**src/rtl/punc_mem_arbiter_if.sv**
```systemverilog
// Bundle of the two requester ports, the debug lock and the single memory port
// shared by the PUnC memory arbiter.
interface punc_mem_arbiter_if #(
  parameter int ADDR_W = 16,
  parameter int DATA_W = 16
);
  // Handshake: a requester raises req with we/addr/wdata stable and holds it
  // until its done pulse; gnt pulses when the access reaches memory. Dropping
  // req before gnt cancels the request, dropping it after gnt does not abort.
  logic              cpu_req;
  logic              cpu_we;
  logic [ADDR_W-1:0] cpu_addr;
  logic [DATA_W-1:0] cpu_wdata;
  logic              cpu_gnt;
  logic              cpu_done;
  logic [DATA_W-1:0] cpu_rdata;

  logic              dbg_req;
  logic              dbg_we;
  logic [ADDR_W-1:0] dbg_addr;
  logic [DATA_W-1:0] dbg_wdata;
  logic              dbg_gnt;
  logic              dbg_done;
  logic [DATA_W-1:0] dbg_rdata;
  logic              dbg_lock;

  logic              mem_en;
  logic              mem_we;
  logic [ADDR_W-1:0] mem_addr;
  logic [DATA_W-1:0] mem_wdata;
  logic [DATA_W-1:0] mem_rdata;
  logic              busy;

  modport master (
    input  cpu_req, cpu_we, cpu_addr, cpu_wdata,
    input  dbg_req, dbg_we, dbg_addr, dbg_wdata, dbg_lock,
    input  mem_rdata,
    output cpu_gnt, cpu_done, cpu_rdata,
    output dbg_gnt, dbg_done, dbg_rdata,
    output mem_en, mem_we, mem_addr, mem_wdata, busy
  );

  modport slave (
    output cpu_req, cpu_we, cpu_addr, cpu_wdata,
    output dbg_req, dbg_we, dbg_addr, dbg_wdata, dbg_lock,
    output mem_rdata,
    input  cpu_gnt, cpu_done, cpu_rdata,
    input  dbg_gnt, dbg_done, dbg_rdata,
    input  mem_en, mem_we, mem_addr, mem_wdata, busy
  );
endinterface

```
**src/rtl/punc_mem_arbiter.sv**
```systemverilog
// Round-robin arbiter sharing the PUnC memory port between the CPU and the
// debug/loader port; each access runs IDLE -> ISSUE -> (WAIT) -> DONE.
module punc_mem_arbiter #(
  parameter int ADDR_W = 16,
  parameter int DATA_W = 16,
  parameter int RD_LAT = 2   // legal range 1..7, fits the 3-bit counter
) (
  input  logic               clk,
  input  logic               rst,
  punc_mem_arbiter_if.master bus,
  output logic [1:0]         state_dbg
);

  typedef enum logic [1:0] {
    IDLE  = 2'd0,
    ISSUE = 2'd1,
    WAIT  = 2'd2,
    DONE  = 2'd3
  } state_t;

  localparam logic [2:0] RD_LAT_C = 3'(RD_LAT);

  state_t     state;
  logic       last_dbg;  // 1 = debug port won the previous arbitration
  logic       win_dbg;   // owner of the access in flight
  logic [2:0] cnt;

  logic cpu_elig;
  logic dbg_elig;
  logic pick_cpu;

  assign cpu_elig  = bus.cpu_req && !bus.dbg_lock;
  assign dbg_elig  = bus.dbg_req;
  assign pick_cpu  = cpu_elig && (!dbg_elig || last_dbg);
  assign state_dbg = state;

  // The mem_* registers double as the latched request: they are loaded on the
  // win and only hold non-zero values during the ISSUE cycle.
  always_ff @(posedge clk) begin
    if (rst) begin
      state         <= IDLE;
      last_dbg      <= 1'b1;
      win_dbg       <= 1'b0;
      cnt           <= 3'd0;
      bus.cpu_gnt   <= 1'b0;
      bus.cpu_done  <= 1'b0;
      bus.cpu_rdata <= {DATA_W{1'b0}};
      bus.dbg_gnt   <= 1'b0;
      bus.dbg_done  <= 1'b0;
      bus.dbg_rdata <= {DATA_W{1'b0}};
      bus.mem_en    <= 1'b0;
      bus.mem_we    <= 1'b0;
      bus.mem_addr  <= {ADDR_W{1'b0}};
      bus.mem_wdata <= {DATA_W{1'b0}};
      bus.busy      <= 1'b0;
    end else begin
      bus.cpu_gnt   <= 1'b0;
      bus.dbg_gnt   <= 1'b0;
      bus.cpu_done  <= 1'b0;
      bus.dbg_done  <= 1'b0;
      bus.mem_en    <= 1'b0;
      bus.mem_we    <= 1'b0;
      bus.mem_addr  <= {ADDR_W{1'b0}};
      bus.mem_wdata <= {DATA_W{1'b0}};
      case (state)
        IDLE: begin
          if (cpu_elig || dbg_elig) begin
            state      <= ISSUE;
            bus.busy   <= 1'b1;
            bus.mem_en <= 1'b1;
            win_dbg    <= !pick_cpu;
            last_dbg   <= !pick_cpu;
            if (pick_cpu) begin
              bus.cpu_gnt   <= 1'b1;
              bus.mem_we    <= bus.cpu_we;
              bus.mem_addr  <= bus.cpu_addr;
              bus.mem_wdata <= bus.cpu_wdata;
            end else begin
              bus.dbg_gnt   <= 1'b1;
              bus.mem_we    <= bus.dbg_we;
              bus.mem_addr  <= bus.dbg_addr;
              bus.mem_wdata <= bus.dbg_wdata;
            end
          end
        end
        ISSUE: begin
          if (bus.mem_we) begin
            state        <= DONE;
            bus.cpu_done <= !win_dbg;
            bus.dbg_done <= win_dbg;
          end else begin
            cnt   <= RD_LAT_C;
            state <= WAIT;
          end
        end
        WAIT: begin
          cnt <= cnt - 3'd1;
          if (cnt == 3'd1) begin
            state        <= DONE;
            bus.cpu_done <= !win_dbg;
            bus.dbg_done <= win_dbg;
            if (win_dbg) bus.dbg_rdata <= bus.mem_rdata;
            else         bus.cpu_rdata <= bus.mem_rdata;
          end
        end
        DONE: begin
          state    <= IDLE;
          bus.busy <= 1'b0;
        end
        default: state <= IDLE;
      endcase
    end
  end

endmodule

```
**src/flat_wrapper.sv**
```systemverilog
// flat-port wrapper written by rule: the top's interface ports become plain ports
module punc_mem_arbiter_flat 
#(
  parameter int ADDR_W = 16,
  parameter int DATA_W = 16,
  parameter int RD_LAT = 2                                              
)
  (clk, rst, state_dbg, bus_cpu_req, bus_cpu_we, bus_cpu_addr, bus_cpu_wdata, bus_dbg_req, bus_dbg_we, bus_dbg_addr, bus_dbg_wdata, bus_dbg_lock, bus_mem_rdata, bus_cpu_gnt, bus_cpu_done, bus_cpu_rdata, bus_dbg_gnt, bus_dbg_done, bus_dbg_rdata, bus_mem_en, bus_mem_we, bus_mem_addr, bus_mem_wdata, bus_busy);
  punc_mem_arbiter_if #(.ADDR_W(ADDR_W), .DATA_W(DATA_W)) bus_i ();
  input  logic clk;
  input  logic rst;
  output logic [1:0] state_dbg;
  input wire logic [$bits(bus_i.cpu_req)-1:0] bus_cpu_req;
  input wire logic [$bits(bus_i.cpu_we)-1:0] bus_cpu_we;
  input wire logic [$bits(bus_i.cpu_addr)-1:0] bus_cpu_addr;
  input wire logic [$bits(bus_i.cpu_wdata)-1:0] bus_cpu_wdata;
  input wire logic [$bits(bus_i.dbg_req)-1:0] bus_dbg_req;
  input wire logic [$bits(bus_i.dbg_we)-1:0] bus_dbg_we;
  input wire logic [$bits(bus_i.dbg_addr)-1:0] bus_dbg_addr;
  input wire logic [$bits(bus_i.dbg_wdata)-1:0] bus_dbg_wdata;
  input wire logic [$bits(bus_i.dbg_lock)-1:0] bus_dbg_lock;
  input wire logic [$bits(bus_i.mem_rdata)-1:0] bus_mem_rdata;
  output wire logic [$bits(bus_i.cpu_gnt)-1:0] bus_cpu_gnt;
  output wire logic [$bits(bus_i.cpu_done)-1:0] bus_cpu_done;
  output wire logic [$bits(bus_i.cpu_rdata)-1:0] bus_cpu_rdata;
  output wire logic [$bits(bus_i.dbg_gnt)-1:0] bus_dbg_gnt;
  output wire logic [$bits(bus_i.dbg_done)-1:0] bus_dbg_done;
  output wire logic [$bits(bus_i.dbg_rdata)-1:0] bus_dbg_rdata;
  output wire logic [$bits(bus_i.mem_en)-1:0] bus_mem_en;
  output wire logic [$bits(bus_i.mem_we)-1:0] bus_mem_we;
  output wire logic [$bits(bus_i.mem_addr)-1:0] bus_mem_addr;
  output wire logic [$bits(bus_i.mem_wdata)-1:0] bus_mem_wdata;
  output wire logic [$bits(bus_i.busy)-1:0] bus_busy;
  assign bus_i.cpu_req = bus_cpu_req;
  assign bus_i.cpu_we = bus_cpu_we;
  assign bus_i.cpu_addr = bus_cpu_addr;
  assign bus_i.cpu_wdata = bus_cpu_wdata;
  assign bus_i.dbg_req = bus_dbg_req;
  assign bus_i.dbg_we = bus_dbg_we;
  assign bus_i.dbg_addr = bus_dbg_addr;
  assign bus_i.dbg_wdata = bus_dbg_wdata;
  assign bus_i.dbg_lock = bus_dbg_lock;
  assign bus_i.mem_rdata = bus_mem_rdata;
  assign bus_cpu_gnt = bus_i.cpu_gnt;
  assign bus_cpu_done = bus_i.cpu_done;
  assign bus_cpu_rdata = bus_i.cpu_rdata;
  assign bus_dbg_gnt = bus_i.dbg_gnt;
  assign bus_dbg_done = bus_i.dbg_done;
  assign bus_dbg_rdata = bus_i.dbg_rdata;
  assign bus_mem_en = bus_i.mem_en;
  assign bus_mem_we = bus_i.mem_we;
  assign bus_mem_addr = bus_i.mem_addr;
  assign bus_mem_wdata = bus_i.mem_wdata;
  assign bus_busy = bus_i.busy;
  punc_mem_arbiter #(.ADDR_W(ADDR_W), .DATA_W(DATA_W), .RD_LAT(RD_LAT)) u_core (.clk(clk), .rst(rst), .bus(bus_i), .state_dbg(state_dbg));
endmodule
```
**config.mk**
```make
export PLATFORM = sky130hd
export DESIGN_NAME = punc_mem_arbiter_flat
export DESIGN_NICKNAME = d
export VERILOG_FILES = /design/src/rtl/punc_mem_arbiter_if.sv /design/src/rtl/punc_mem_arbiter.sv /design/src/flat_wrapper.sv
export SDC_FILE = /design/constraint.sdc
export NUM_CORES = 1
export LEC_CHECK = 0
export ABC_AREA = 1
export BUFFER_PORTS_ARGS = -buffer_cell sky130_fd_sc_hd__buf_2
export CORE_MARGIN = 2
export CORE_UTILIZATION = 30
export DETAILED_ROUTE_END_ITERATION = 6
export SYNTH_ARGS = -nofsm -noshare
export SYNTH_HDL_FRONTEND = slang
export SYNTH_SLANG_ARGS = --single-unit
```
**constraint.sdc**
```tcl
create_clock -name clk -period 1.86 [get_ports clk]
set_input_delay 0 -clock clk [delete_from_list [all_inputs] [get_ports clk]]
set_output_delay 0 -clock clk [all_outputs]
set_load 0.01 [all_outputs]
```
==> impl_results.rst, run 1 <==
.. list-table::
   :header-rows: 1

   * - Metric
     - Value
   * - Final ANT Viol Nets
     - 0
   * - Crit Path Max Fanout
     - 16
   * - Overall routing resource usage
     - between 15 and 20%
   * - RD Place Congestion
     - between 0.8 and 0.9
   * - Maximum number of pins on one net before global-route repair
     - 35
   * - I/O Pins
     - 160
   * - Leading post-synthesis cells by cell area
     - dfxtp_1 53%, nand2_1 19%, a21oi_1 6.6%, nand3_1 6.3%, ha_1 3.4%
   * - Worst VDD drop
     - a little under 0.0005 V
   * - Initial antenna violation count
     - 0
   * - Total CTS buffers
     - 9
   * - Cell area after layout
     - a little under 5000 um^2
   * - Most common library cell in the layout ignoring fill and taps
     - buf_2
   * - Count of cells along the worst register-to-register path
     - 7
   * - Number of nets in the synthesized netlist
     - 464
   * - Global-route wire length before repair
     - approximately 15000 um
   * - Rel. slew slack
     - just under 70%
   * - Post-synth EDFFs
     - 0
   * - Finish-stage setup viols
     - 0
   * - DP Wirelength
     - between 5000 and 6000 um
   * - Clk root buf
     - clkbuf_8
   * - Data required time at the worst endpoint
     - approximately 2 ns
   * - Register-to-register setup slack
     - about 0.20 ns
   * - Cell count after synthesis
     - ~370
   * - Worst setup path category
     - reg -> reg
   * - Clock tree sinks
     - 78
   * - Number of core rows
     - 36
   * - Pwr dens
     - 925 nW/um^2
   * - GR Overflow Total
     - 0
   * - Post-layout min period
     - approximately 1.7 ns
   * - Final standard cell utilization of the core
     - 50.7%
   * - Commonest register cell after synthesis
     - dfxtp_1
   * - Total wirelength of the detailed-routed design
     - approximately 9700 um
   * - Share of the yosys chip area belonging to registers
     - 53.0%
   * - RSZ-0062 raised after global routing
     - false
   * - Total power consumption of the routed design
     - between 4000 and 5000 uW
   * - Startpoint kind of the worst setup timing path
     - flip-flop
   * - Initial core utilization
     - 30.6%
   * - Total Nets Final
     - ~710
   * - Die Area
     - approximately 11000 um^2
   * - Clock tree from TritonCTS
     - done
   * - Number of remaining DRC errors
     - 0
   * - Insertion delay to the later sink of the worst-skew pair
     - between 0.3 and 0.4 ns
   * - Slew of the pin with the lowest slew margin
     - a little under 0.5 ns
   * - Most area-hungry cell type in the Yosys netlist
     - dfxtp_1
   * - Async set-or-reset flop fraction in the synthesized netlist
     - 0%
   * - Yosys warns
     - 0
   * - Launch instance of the worst min-delay path
     - rst
   * - Yosys cell types
     - 18
   * - H-Tree Depth
     - 3
   * - Count of maximum capacitance violations
     - 0
   * - Class of the tightest hold or removal check
     - in -> reg
   * - Placeable Area
     - 9640 um^2
   * - Hold Path Cell Cnt
     - 4
   * - Final Skew
     - 0.0101 ns
   * - Arr. time, crit path
     - between 1.5 and 2 ns
   * - Leakage power summed over all cells
     - around 0.0024 uW
   * - Result of the run
     - finished clean
   * - Pre-antenna DRT Iters
     - 4
   * - Antenna diodes
     - 0
   * - Worst setup path startpoint
     - u_core.state_dbg[0]$_SDFFE_PP0P_
   * - Worst Hold Endpoint
     - u_core.bus.mem_en$_SDFF_PP0_
   * - 1st-iter DRT viols
     - about 120
   * - Clock transition at the register clock pins on the worst setup and hold paths after CTS
     - 0.08 ns
   * - Commonest non-fill, non-tap cells in the layout
     - 159 x buf_2, 146 x nand2_1, 82 x dlygate4sd3_1
   * - Average footprint of a synthesized cell
     - 7.99 um^2
   * - Final critical-path share of the clock period
     - ~89%
   * - Number of max-slew violations in the final report
     - 0
   * - Startpoint of the most critical register-to-register path
     - u_core.state_dbg[0]$_SDFFE_PP0P_
   * - Chip height
     - 103 um
   * - Maximum clock path buffer count
     - 2
   * - Sum Neg Setup Slack
     - 0 ns
   * - Flop and latch count out of synthesis
     - just under 80
   * - Via-per-instance ratio
     - around 4.4
   * - Share of post-route cells with drive strength above 1
     - around 32%
   * - PortBufs
     - ~160
   * - Width of the die
     - around 100 um
   * - Endpoint type of the worst setup path
     - flip-flop
   * - Fraction of synthesized cell area taken by the top area cell type
     - between 50% and 60%
   * - Endpoint of the lowest-slack register-to-register path
     - u_core.bus.cpu_rdata[10]$_SDFFE_PP0P_
   * - Via total after detailed routing
     - about 3300
   * - Timing-limited maximum frequency
     - roughly 600 MHz
   * - Placed standard-cell area
     - roughly 3900 um^2
   * - Via count of the first global-routing pass
     - between 3000 and 4000
   * - Post-Syn Area
     - ~2900 um^2
   * - Average detailed-routed wire length per instance
     - between 10 and 15 um
   * - Final hold vios
     - 0
   * - Area added between synthesis and finish
     - 65.7%
-- area by class of cell --
class                           count  area (um^2)
Inverter                           19         71.3
Multi-Input combinational cell    255         1190
Fill cell                         911         4760
Sequential cell                    78         1560
Timing Repair Buffer              250         1700
Clock inverter                      6         62.6
Tap cell                          133          166
Clock buffer                       10          128
-- metrics by stage --
stage	std cells	worst slack, ns	hold slack [ns]
CTS	750	0.169	0.0348
detailed placement	652	0.191	0.191
global route	751	0.0111	0.0393
finish	751	0.201	0.0428
floorplan	369	0.403	0.0974
global placement	652	0.236	0.185
-- per-layer routing --
layer	part of all wire, %	wire length (um)	GRT usage [%]
met2	47	4490	29.8
met3	9.4	908	6.78
met5	0	0	0
met1	43	4120	21.6
met4	1.4	131	6.28
-- repair_timing --
action	CTS	global route
setup buffers	0	1
hold endpoints to repair	65	0
gates resized for setup	0	1
hold buffers	82	0
setup endpoints to repair	0	22
-- worst max-delay path, stage by stage, from the launching register on --
cell and delay, ns:
dfxtp_1 0.35, inv_1 0.17, ha_1 0.25, inv_2 0.07, nor2_4 0.22, nand2_2 0.27
nand2_1 0.12, a21oi_1 0.07
-- cells in the mapped netlist (4+ instances only) --
library cell  number
buf_2              6
o21ai_0            5
dfxtp_1           78
nand2_2            7
a21oi_1           39
buf_4              4
ha_1               8
nor2_4             5
nand2_1          146
nand3_1           37
inv_1             16
nor2_1             5
-- state kept, by name, summed over array words and instances (netlist names) --
register / flops
u_core.state_dbg: 2
u_core.bus.mem_wdata: 16
u_core.bus.mem_en: 1
u_core.bus.dbg_done: 1
u_core.bus.cpu_rdata: 16
u_core.bus.busy: 1
u_core.bus.mem_addr: 16
u_core.bus.dbg_gnt: 1
u_core.bus.mem_we: 1
u_core.cnt: 3
u_core.win_dbg: 1
u_core.bus.cpu_done: 1
u_core.last_dbg: 1
u_core.bus.cpu_gnt: 1
u_core.bus.dbg_rdata: 16
-- power breakdown --
group / switching, uW / internal (uW) / total, uW
sequential: 96.8 / 1860 / 1950
clock: 611 / 616 / 1230
combinational: 780 / 557 / 1340
-- how the worst max path moves through the flow --
stage,endpoint,slack [ns],depth (start not counted)
CTS,u_core.bus.mem_wdata[2]$_SDFF_PP0_,0.17,9
floorplan,u_core.bus.mem_wdata[0]$_SDFF_PP0_,0.40,9
global route,u_core.bus.cpu_rdata[14]$_SDFFE_PP0P_,0.01,7
finish,u_core.bus.cpu_rdata[10]$_SDFFE_PP0P_,0.20,7
global placement,u_core.bus.cpu_rdata[7]$_SDFFE_PP0P_,0.24,7
detailed placement,u_core.bus.mem_wdata[2]$_SDFF_PP0_,0.19,9
-- cell families after synthesis --
kind of cell,after synthesis,synth area share [%]
compound gates,44,7.47
buf+inv,36,6.50
simple gates,203,29.6
fa+ha+maj,8,3.40
flops,78,53.0
Power figures use the tool's default switching activity.
==> run 2: changes to the inputs <==
--- a/config.mk
+++ b/config.mk
@@ -7,7 +7,6 @@
 export LEC_CHECK = 0
 export ABC_AREA = 1
 export BUFFER_PORTS_ARGS = -buffer_cell sky130_fd_sc_hd__buf_2
-export CORE_MARGIN = 2
 export CORE_UTILIZATION = 30
 export DETAILED_ROUTE_END_ITERATION = 6
 export SYNTH_ARGS = -nofsm -noshare
==> run 2 against run 1 <==
Net effect:
- first-iteration DRC count is 23% lower
- combinational power hardly changed
- critical path depth is 2 higher
- worst setup slack better by 0.0041 ns
- critical endpoint is now u_core.bus.mem_wdata[2]$_SDFF_PP0_
- global-route usage is 1.1 points higher
- cell count is 0.53% lower
- sequential cell count stayed put
- sequential power hardly changed
- core utilization is 1.4 points higher
- fmax is 0.25% higher
- count of clock-buffer cells in the layout stayed put
- sequential share of layout area hardly changed
==> impl_results.rst, run 2 (same netlist as run 1, synthesis figures left out) <==
.. list-table::
   :header-rows: 1

   * - Metric
     - Value
   * - Width of the die
     - 101 um
   * - Worst setup path startpoint
     - u_core.state_dbg[1]$_SDFFE_PP0P_
   * - Worst stage delay on the critical path
     - 0.38 ns
   * - Slew of the pin with the lowest slew margin
     - 0.441 ns
   * - H-Tree Depth
     - 3
   * - Final standard cell utilization of the core
     - a little over half
   * - RD Place Congestion
     - between 0.7 and 0.8
   * - Flop pwr share
     - 43.8%
   * - Final Skew
     - 0.0129 ns
   * - Internal power summed over all cells
     - 2940 uW
   * - Placeable Area
     - 9370 um^2
   * - Sum Neg Setup Slack
     - 0 ns
   * - Clock tree from TritonCTS
     - done
   * - Register-to-register setup slack
     - between 0.2 and 0.25 ns
   * - Area added between synthesis and finish
     - 65.6%
   * - Pwr dens
     - roughly 920 nW/um^2
   * - Endpoint type of the worst setup path
     - flip-flop
   * - Global-route wire length before repair
     - ~15000 um
   * - Pre-antenna DRT Iters
     - 5
   * - Result of the run
     - finished clean
   * - Arr. time, crit path
     - a little under 2 ns
   * - Finish-stage setup viols
     - 0
   * - Count of maximum capacitance violations
     - 0
   * - Launch instance of the worst min-delay path
     - bus_dbg_req
   * - Overall routing resource usage
     - around a fifth
   * - Data required time at the worst endpoint
     - approximately 2.2 ns
   * - Number of remaining DRC errors
     - 0
   * - Count of cells along the worst register-to-register path
     - 9
   * - Combinational power share
     - between 20% and 30%
   * - 1st-iter DRT viols
     - 95
   * - Number of core rows
     - 35
   * - Number of max-slew violations in the final report
     - 0
   * - I/O Pins
     - 160
   * - Class of the tightest hold or removal check
     - in -> reg
   * - Final critical-path share of the clock period
     - between 80% and 90%
   * - Worst hold slack
     - roughly 0.055 ns
   * - Total wirelength of the detailed-routed design
     - ~9600 um
   * - Final hold vios
     - 0
   * - Leakage power summed over all cells
     - between 0.002 and 0.0025 uW
   * - Slowest cell on the critical path
     - dfxtp_1
   * - Initial antenna violation count
     - 0
   * - Clk root buf
     - clkbuf_8
   * - Clock Power Share
     - a little over a quarter
   * - End point of the critical path
     - u_core.bus.mem_wdata[2]$_SDFF_PP0_
   * - Crit Path Max Fanout
     - 34
   * - Fin worst setup slack
     - 0.205 ns
   * - DP Wirelength
     - 5910 um
   * - PortBufs
     - roughly 160
   * - Total Nets Final
     - 708
   * - Maximum clock path buffer count
     - 2
   * - Most common library cell in the layout ignoring fill and taps
     - buf_2
   * - Average detailed-routed wire length per instance
     - around 13 um
   * - Chip height
     - 101 um
   * - Startpoint of the most critical register-to-register path
     - u_core.state_dbg[1]$_SDFFE_PP0P_
   * - Via count of the first global-routing pass
     - about 3300
   * - Share of post-route cells with drive strength above 1
     - 32.2%
   * - Final ANT Viol Nets
     - 0
   * - Clock tree sinks
     - between 70 and 80
   * - Worst setup slack after placement
     - between 0.2 and 0.25 ns
   * - RSZ-0062 raised after global routing
     - false
   * - Worst setup path category
     - reg -> reg
   * - Timing-limited maximum frequency
     - just over 600 MHz
   * - Initial core utilization
     - between 30% and 40%
   * - Commonest non-fill, non-tap cells in the layout
     - 159 x buf_2, 146 x nand2_1, 83 x dlygate4sd3_1
   * - Sw power
     - roughly 1500 uW
   * - Rel. slew slack
     - 70.3%
   * - GR Overflow Total
     - 0
   * - Worst VDD drop
     - roughly 0.00042 V
   * - Post-layout min period
     - 1.66 ns
   * - Number of buffers added for setup after CTS
     - 0
   * - Antenna diodes
     - 0
   * - Via-per-instance ratio
     - 4.39
   * - Total power consumption of the routed design
     - around 4500 uW
   * - Total CTS buffers
     - 9
   * - Switching part of the total power
     - between 30% and 40%
   * - Critical Path, Cell by Cell
     - inv_1, ha_1, inv_1, nor2_4, nand2_4, nor2_4, buf_12, nand2_1, nand2_1
   * - Via total after detailed routing
     - 3281
   * - Die Area
     - about 10000 um^2
   * - Clock transition at the register clock pins on the worst setup and hold paths after CTS
     - 0.08 ns
   * - Maximum number of pins on one net before global-route repair
     - 35
   * - Post-CTS resize count
     - 0
   * - Insertion delay to the later sink of the worst-skew pair
     - 0.35 ns
   * - Startpoint kind of the worst setup timing path
     - flip-flop
   * - Endpoint of the lowest-slack register-to-register path
     - u_core.bus.mem_wdata[2]$_SDFF_PP0_
==> run 2: stage by stage <==
step,instances,instance area (um^2)
floorplan,369,2950
global placement,648,3870
detailed placement,648,3870
CTS,747,4880
global route,747,4880
finish,747,4880
==> run 2: timing repair <==
item	in CTS	in global routing
setup endpoints to repair	0	0
hold endpoints to repair	66	0
hold buffers	83	0
==> run 2: cell type report <==
class                   instances  area (um^2)
fillers                       847         4490
repair buffers                250         1710
flip-flops and latches         78         1560
multi-input cells             255         1190
well taps                     129          161
clock buffers                  10          138
inverters                      19         71.3
clock inverters                 6         43.8
==> run 2: power groups by stage <==
stage	registers [uW]	logic, uW	clock network [uW]
after global routing	1980	1480	1300
after global placement	1990	1170	0
after CTS	1960	1320	1230
after floorplan	2050	705	0
after detailed placement	1990	1190	0
final	1960	1330	1180
==> run 2: worst max-delay path: cells and delay by family, from the launching register on <==
family / cells / cell delay (ns)
adder cells (fa/ha/maj): 1 / 0.25
flip-flops: 1 / 0.38
buffers and inverters: 3 / 0.44
AND/OR/NAND/NOR: 5 / 0.50
==> run 2: metal layers <==
metal / vias to the layer above / GRT usage [%] / wire [um]
met2: 137 / 32.3 / 4590
met3: 22 / 6.45 / 772
met4: 0 / 8.70 / 240
met5: - / 0 / 0
li1: 1655 / - / -
met1: 1467 / 21.9 / 4030
==> run 2: worst min path at each step <==
stage / endpoint / slack (ns) / cells after the start
floorplan: u_core.bus.mem_wdata[3]$_SDFF_PP0_ / 0.1 / 2
global placement: u_core.bus.mem_addr[8]$_SDFF_PP0_ / 0.19 / 3
detailed placement: u_core.bus.mem_addr[3]$_SDFF_PP0_ / 0.19 / 3
CTS: u_core.bus.busy$_SDFFE_PP0P_ / 0.04 / 6
global route: u_core.bus.busy$_SDFFE_PP0P_ / 0.10 / 6
finish: u_core.bus.busy$_SDFFE_PP0P_ / 0.06 / 6
==> run 3: changes to the inputs <==
--- a/config.mk
+++ b/config.mk
@@ -5,7 +5,6 @@
 export SDC_FILE = /design/constraint.sdc
 export NUM_CORES = 1
 export LEC_CHECK = 0
-export ABC_AREA = 1
 export BUFFER_PORTS_ARGS = -buffer_cell sky130_fd_sc_hd__buf_2
 export CORE_UTILIZATION = 30
 export DETAILED_ROUTE_END_ITERATION = 6
==> run 3 against run 2 <==
Net effect:
- final area decreased by 3.1%
- global-route usage increased by 0.52 points
- first-iteration DRC count decreased by 32%
- synthesized cell count decreased by 23%
- synthesized area decreased by 5.0%
- cell count decreased by 14%
- sequential cell count unchanged
- count of clock-buffer cells in the layout unchanged
- combinational power decreased by 12%
- register-to-register slack got worse by 0.06 ns
- sequential power about the same
- clock skew increased by 0.0021 ns
- critical path type unchanged
- critical endpoint is now u_core.bus.mem_addr[15]$_SDFF_PP0_
==> impl_results.rst, run 3 <==
.. list-table::
   :header-rows: 1

   * - Metric
     - Value
   * - Clock transition at the register clock pins on the worst setup and hold paths after CTS
     - approximately 0.09 ns
   * - RD Place Congestion
     - 0.768
   * - Hold Path Cell Cnt
     - 4
   * - Final critical-path share of the clock period
     - between 90% and 100%
   * - Antenna diodes
     - 0
   * - Storage element area
     - about 1600 um^2
   * - Fraction of synthesized cell area taken by the top area cell type
     - between 50% and 60%
   * - Kind of cell adding the most delay to the critical path
     - flip-flops
   * - Yosys cell types
     - 32
   * - Area occupied by multi-input gates
     - 1100 um^2
   * - Final Skew
     - approximately 0.015 ns
   * - Async set-or-reset flop fraction in the synthesized netlist
     - 0%
   * - Final hold vios
     - 0
   * - Average footprint of a synthesized cell
     - just under 10 um^2
   * - Yosys warns
     - 0
   * - Sum Neg Setup Slack
     - 0 ns
   * - Clock tree from TritonCTS
     - done
   * - Average detailed-routed wire length per instance
     - 14.7 um
   * - Most area-hungry cell type in the Yosys netlist
     - dfxtp_1
   * - Top cell types by occurrence after synthesis
     - 78 x dfxtp_1, 72 x nand2_1, 35 x a21oi_1
   * - Placeable Area
     - between 8000 and 9000 um^2
   * - Total CTS buffers
     - 9
   * - Share of the yosys chip area belonging to registers
     - 55.8%
   * - Slew of the pin with the lowest slew margin
     - ~0.43 ns
   * - GR Overflow Total
     - 0
   * - Initial core utilization
     - around a third
   * - Critical Path, Cell by Cell
     - inv_1, ha_1, and4b_1, buf_4, a22o_1
   * - Internal power summed over all cells
     - 3210 uW
   * - H-Tree Depth
     - 3
   * - Clock Power Share
     - between 30% and 40%
   * - Post-synth EDFFs
     - 0
   * - Count of cells along the worst register-to-register path
     - 5
   * - Via count of the first global-routing pass
     - 3039
   * - Arr. time, crit path
     - around 1.9 ns
   * - Clock tree sinks
     - between 70 and 80
   * - Initial antenna violation count
     - 0
   * - Endpoint type of the worst setup path
     - flip-flop
   * - Result of the run
     - finished clean
   * - Number of nets in the synthesized netlist
     - 379
   * - Width of the die
     - 98.6 um
   * - Total Nets Final
     - roughly 620
   * - Number of buffer and inverter instances along the worst setup path
     - 2
   * - Pwr dens
     - around 950 nW/um^2
   * - Worst setup path category
     - reg -> reg
   * - Slowest cell on the critical path
     - dfxtp_1
   * - Most frequent cell after synthesis
     - dfxtp_1
   * - DP Wirelength
     - approximately 5400 um
   * - Sw power
     - roughly 1300 uW
   * - Leading post-synthesis cells by cell area
     - dfxtp_1 56%, a22o_1 10%, nand2_1 9.7%, a21oi_1 6.3%, ha_1 3.6%
   * - Insertion delay to the later sink of the worst-skew pair
     - between 0.3 and 0.4 ns
   * - Final ANT Viol Nets
     - 0
   * - Number of remaining DRC errors
     - 0
   * - Cell count after synthesis
     - about 280
   * - 1st-iter DRT viols
     - 65
   * - Data required time at the worst endpoint
     - 2.09 ns
   * - Share of post-route cells with drive strength above 1
     - 35.0%
   * - Flop and latch count out of synthesis
     - between 70 and 80
   * - Worst stage delay on the critical path
     - 0.45 ns
   * - Startpoint of the most critical register-to-register path
     - u_core.state_dbg[1]$_SDFFE_PP0P_
   * - PortBufs
     - between 150 and 200
   * - Startpoint kind of the worst setup timing path
     - flip-flop
   * - Number of core rows
     - 34
   * - Chip height
     - approximately 100 um
   * - Post-layout min period
     - ~1.7 ns
   * - Class of the tightest hold or removal check
     - in -> reg
   * - Commonest non-fill, non-tap cells in the layout
     - 159 x buf_2, 84 x dlygate4sd3_1, 78 x dfxtp_1
   * - RSZ-0062 raised after global routing
     - false
   * - I/O Pins
     - 160
   * - Worst hold slack
     - approximately 0.040 ns
   * - Commonest register cell after synthesis
     - dfxtp_1
   * - Worst VDD drop
     - between 0.0004 and 0.0005 V
   * - Endpoint of the lowest-slack register-to-register path
     - u_core.bus.mem_addr[15]$_SDFF_PP0_
   * - Rel. slew slack
     - 70.9%
   * - Area added between synthesis and finish
     - 69.0%
   * - Most common library cell in the layout ignoring fill and taps
     - buf_2
   * - Switching part of the total power
     - approximately 28%
   * - Crit Path Max Fanout
     - 34
   * - Global-route wire length before repair
     - 14800 um
   * - Post-Syn Area
     - ~2800 um^2
   * - Finish-stage setup viols
     - 0
   * - Count of maximum capacitance violations
     - 0
   * - Pre-antenna DRT Iters
     - 4
   * - Timing-limited maximum frequency
     - between 500 and 600 MHz
   * - Total wirelength of the detailed-routed design
     - between 9000 and 10000 um
   * - Clk root buf
     - clkbuf_8
   * - Overall routing resource usage
     - between 10% and 20%
   * - Leakage power summed over all cells
     - 0.00221 uW
   * - Register-to-register setup slack
     - between 0.1 and 0.15 ns
   * - Via-per-instance ratio
     - approximately 4.7
   * - Die Area
     - 9720 um^2
   * - Maximum clock path buffer count
     - 2
   * - Total of fill cells in the finished design
     - 770
   * - Via total after detailed routing
     - 3001
   * - Combinational power share
     - between 20% and 30%
   * - Maximum number of pins on one net before global-route repair
     - 42
   * - Flop pwr share
     - a little over two fifths
   * - Launch instance of the worst min-delay path
     - bus_dbg_lock
   * - Number of max-slew violations in the final report
     - 0
   * - Worst Hold Endpoint
     - u_core.bus.mem_en$_SDFF_PP0_
run 3: logic make-up (layout without fill, tap and decap cells):
| kind of cell | count (synthesis) | in the layout | synth area share [%] |
|---|---|---|---|
| and+or+nand+nor | 95 | 95 | 15.7 |
| AOI/OAI and AO/OA | 78 | 78 | 19.2 |
| DFF | 78 | 78 | 55.8 |
| buffers and inverters | 23 | 270 | 5.01 |
| adders and majority gates | 8 | 8 | 3.58 |
| muxes | 2 | 2 | 0.715 |
run 3: metrics by stage:
step | power (uW) | util (%) | setup WS (ns) | std cells | area, um^2
after floorplan | 2620 | - | 0.251 | 284 | 2800
after global placement | 2970 | 41.4 | 0.221 | 541 | 3680
after detailed placement | 2990 | 41.4 | 0.153 | 541 | 3680
after CTS | 4510 | 53.2 | 0.133 | 639 | 4730
after global routing | 4740 | 53.2 | 0.0491 | 639 | 4730
final | 4490 | 53.2 | 0.142 | 639 | 4730
run 3: final cells by class:
class,count,area share (%)
well taps,108,2.86
multi-input cells,183,23.2
flip-flops and latches,78,33.0
clock buffers,10,2.91
inverters,6,0.476
repair buffers,250,36.0
clock inverters,4,1.53
run 3: worst max-delay path by stage:
| stage | start | end | cells after the start |
|---|---|---|---|
| after floorplan | u_core.state_dbg[0]$_SDFFE_PP0P_ | u_core.bus.mem_addr[0]$_SDFF_PP0_ | 6 |
| after global placement | u_core.state_dbg[1]$_SDFFE_PP0P_ | u_core.bus.mem_addr[1]$_SDFF_PP0_ | 5 |
| after detailed placement | u_core.state_dbg[0]$_SDFFE_PP0P_ | u_core.bus.dbg_rdata[8]$_SDFFE_PP0P_ | 5 |
| after CTS | u_core.state_dbg[0]$_SDFFE_PP0P_ | u_core.bus.dbg_rdata[8]$_SDFFE_PP0P_ | 5 |
| after global routing | u_core.state_dbg[0]$_SDFFE_PP0P_ | u_core.cnt[1]$_SDFFE_PP0P_ | 5 |
| final | u_core.state_dbg[1]$_SDFFE_PP0P_ | u_core.bus.mem_addr[15]$_SDFF_PP0_ | 5 |
run 3: power by group through the flow:
| stage | Combinational, uW | Clock [uW] | Sequential, uW |
|---|---|---|---|
| after global routing | 1290 | 1490 | 1960 |
| after floorplan | 572 | 0 | 2050 |
| after global placement | 1000 | 0 | 1970 |
| after CTS | 1160 | 1420 | 1930 |
| after detailed placement | 1020 | 0 | 1970 |
| final | 1170 | 1390 | 1940 |
run 3: layer usage:
layer | routed length (um) | track usage [%] | part of all wire (%) | vias up
met3 | 765 | 7.09 | 8.2 | 21
met4 | 228 | 9.07 | 2.4 | 0
met5 | 0 | 0 | 0 | -
li1 | - | - | - | 1460
met2 | 4530 | 34.8 | 48 | 141
met1 | 3860 | 20.9 | 41 | 1379
run 3: worst reg2reg max path, delay by kind of cell, from the launching register on:
kind	cells	cell delay, ns
AO/OA/AOI/OAI	1	0.29
buffers and inverters	2	0.36
adder cells (fa/ha/maj)	1	0.28
flip-flops	1	0.45
AND/OR/NAND/NOR	1	0.22
run 3: timing repair:
action	CTS	global route
hold endpoints to repair	68	0
endpoints found under the setup margin	0	9
resized for setup	0	1
hold buffers	84	0
buffers inserted	0	0
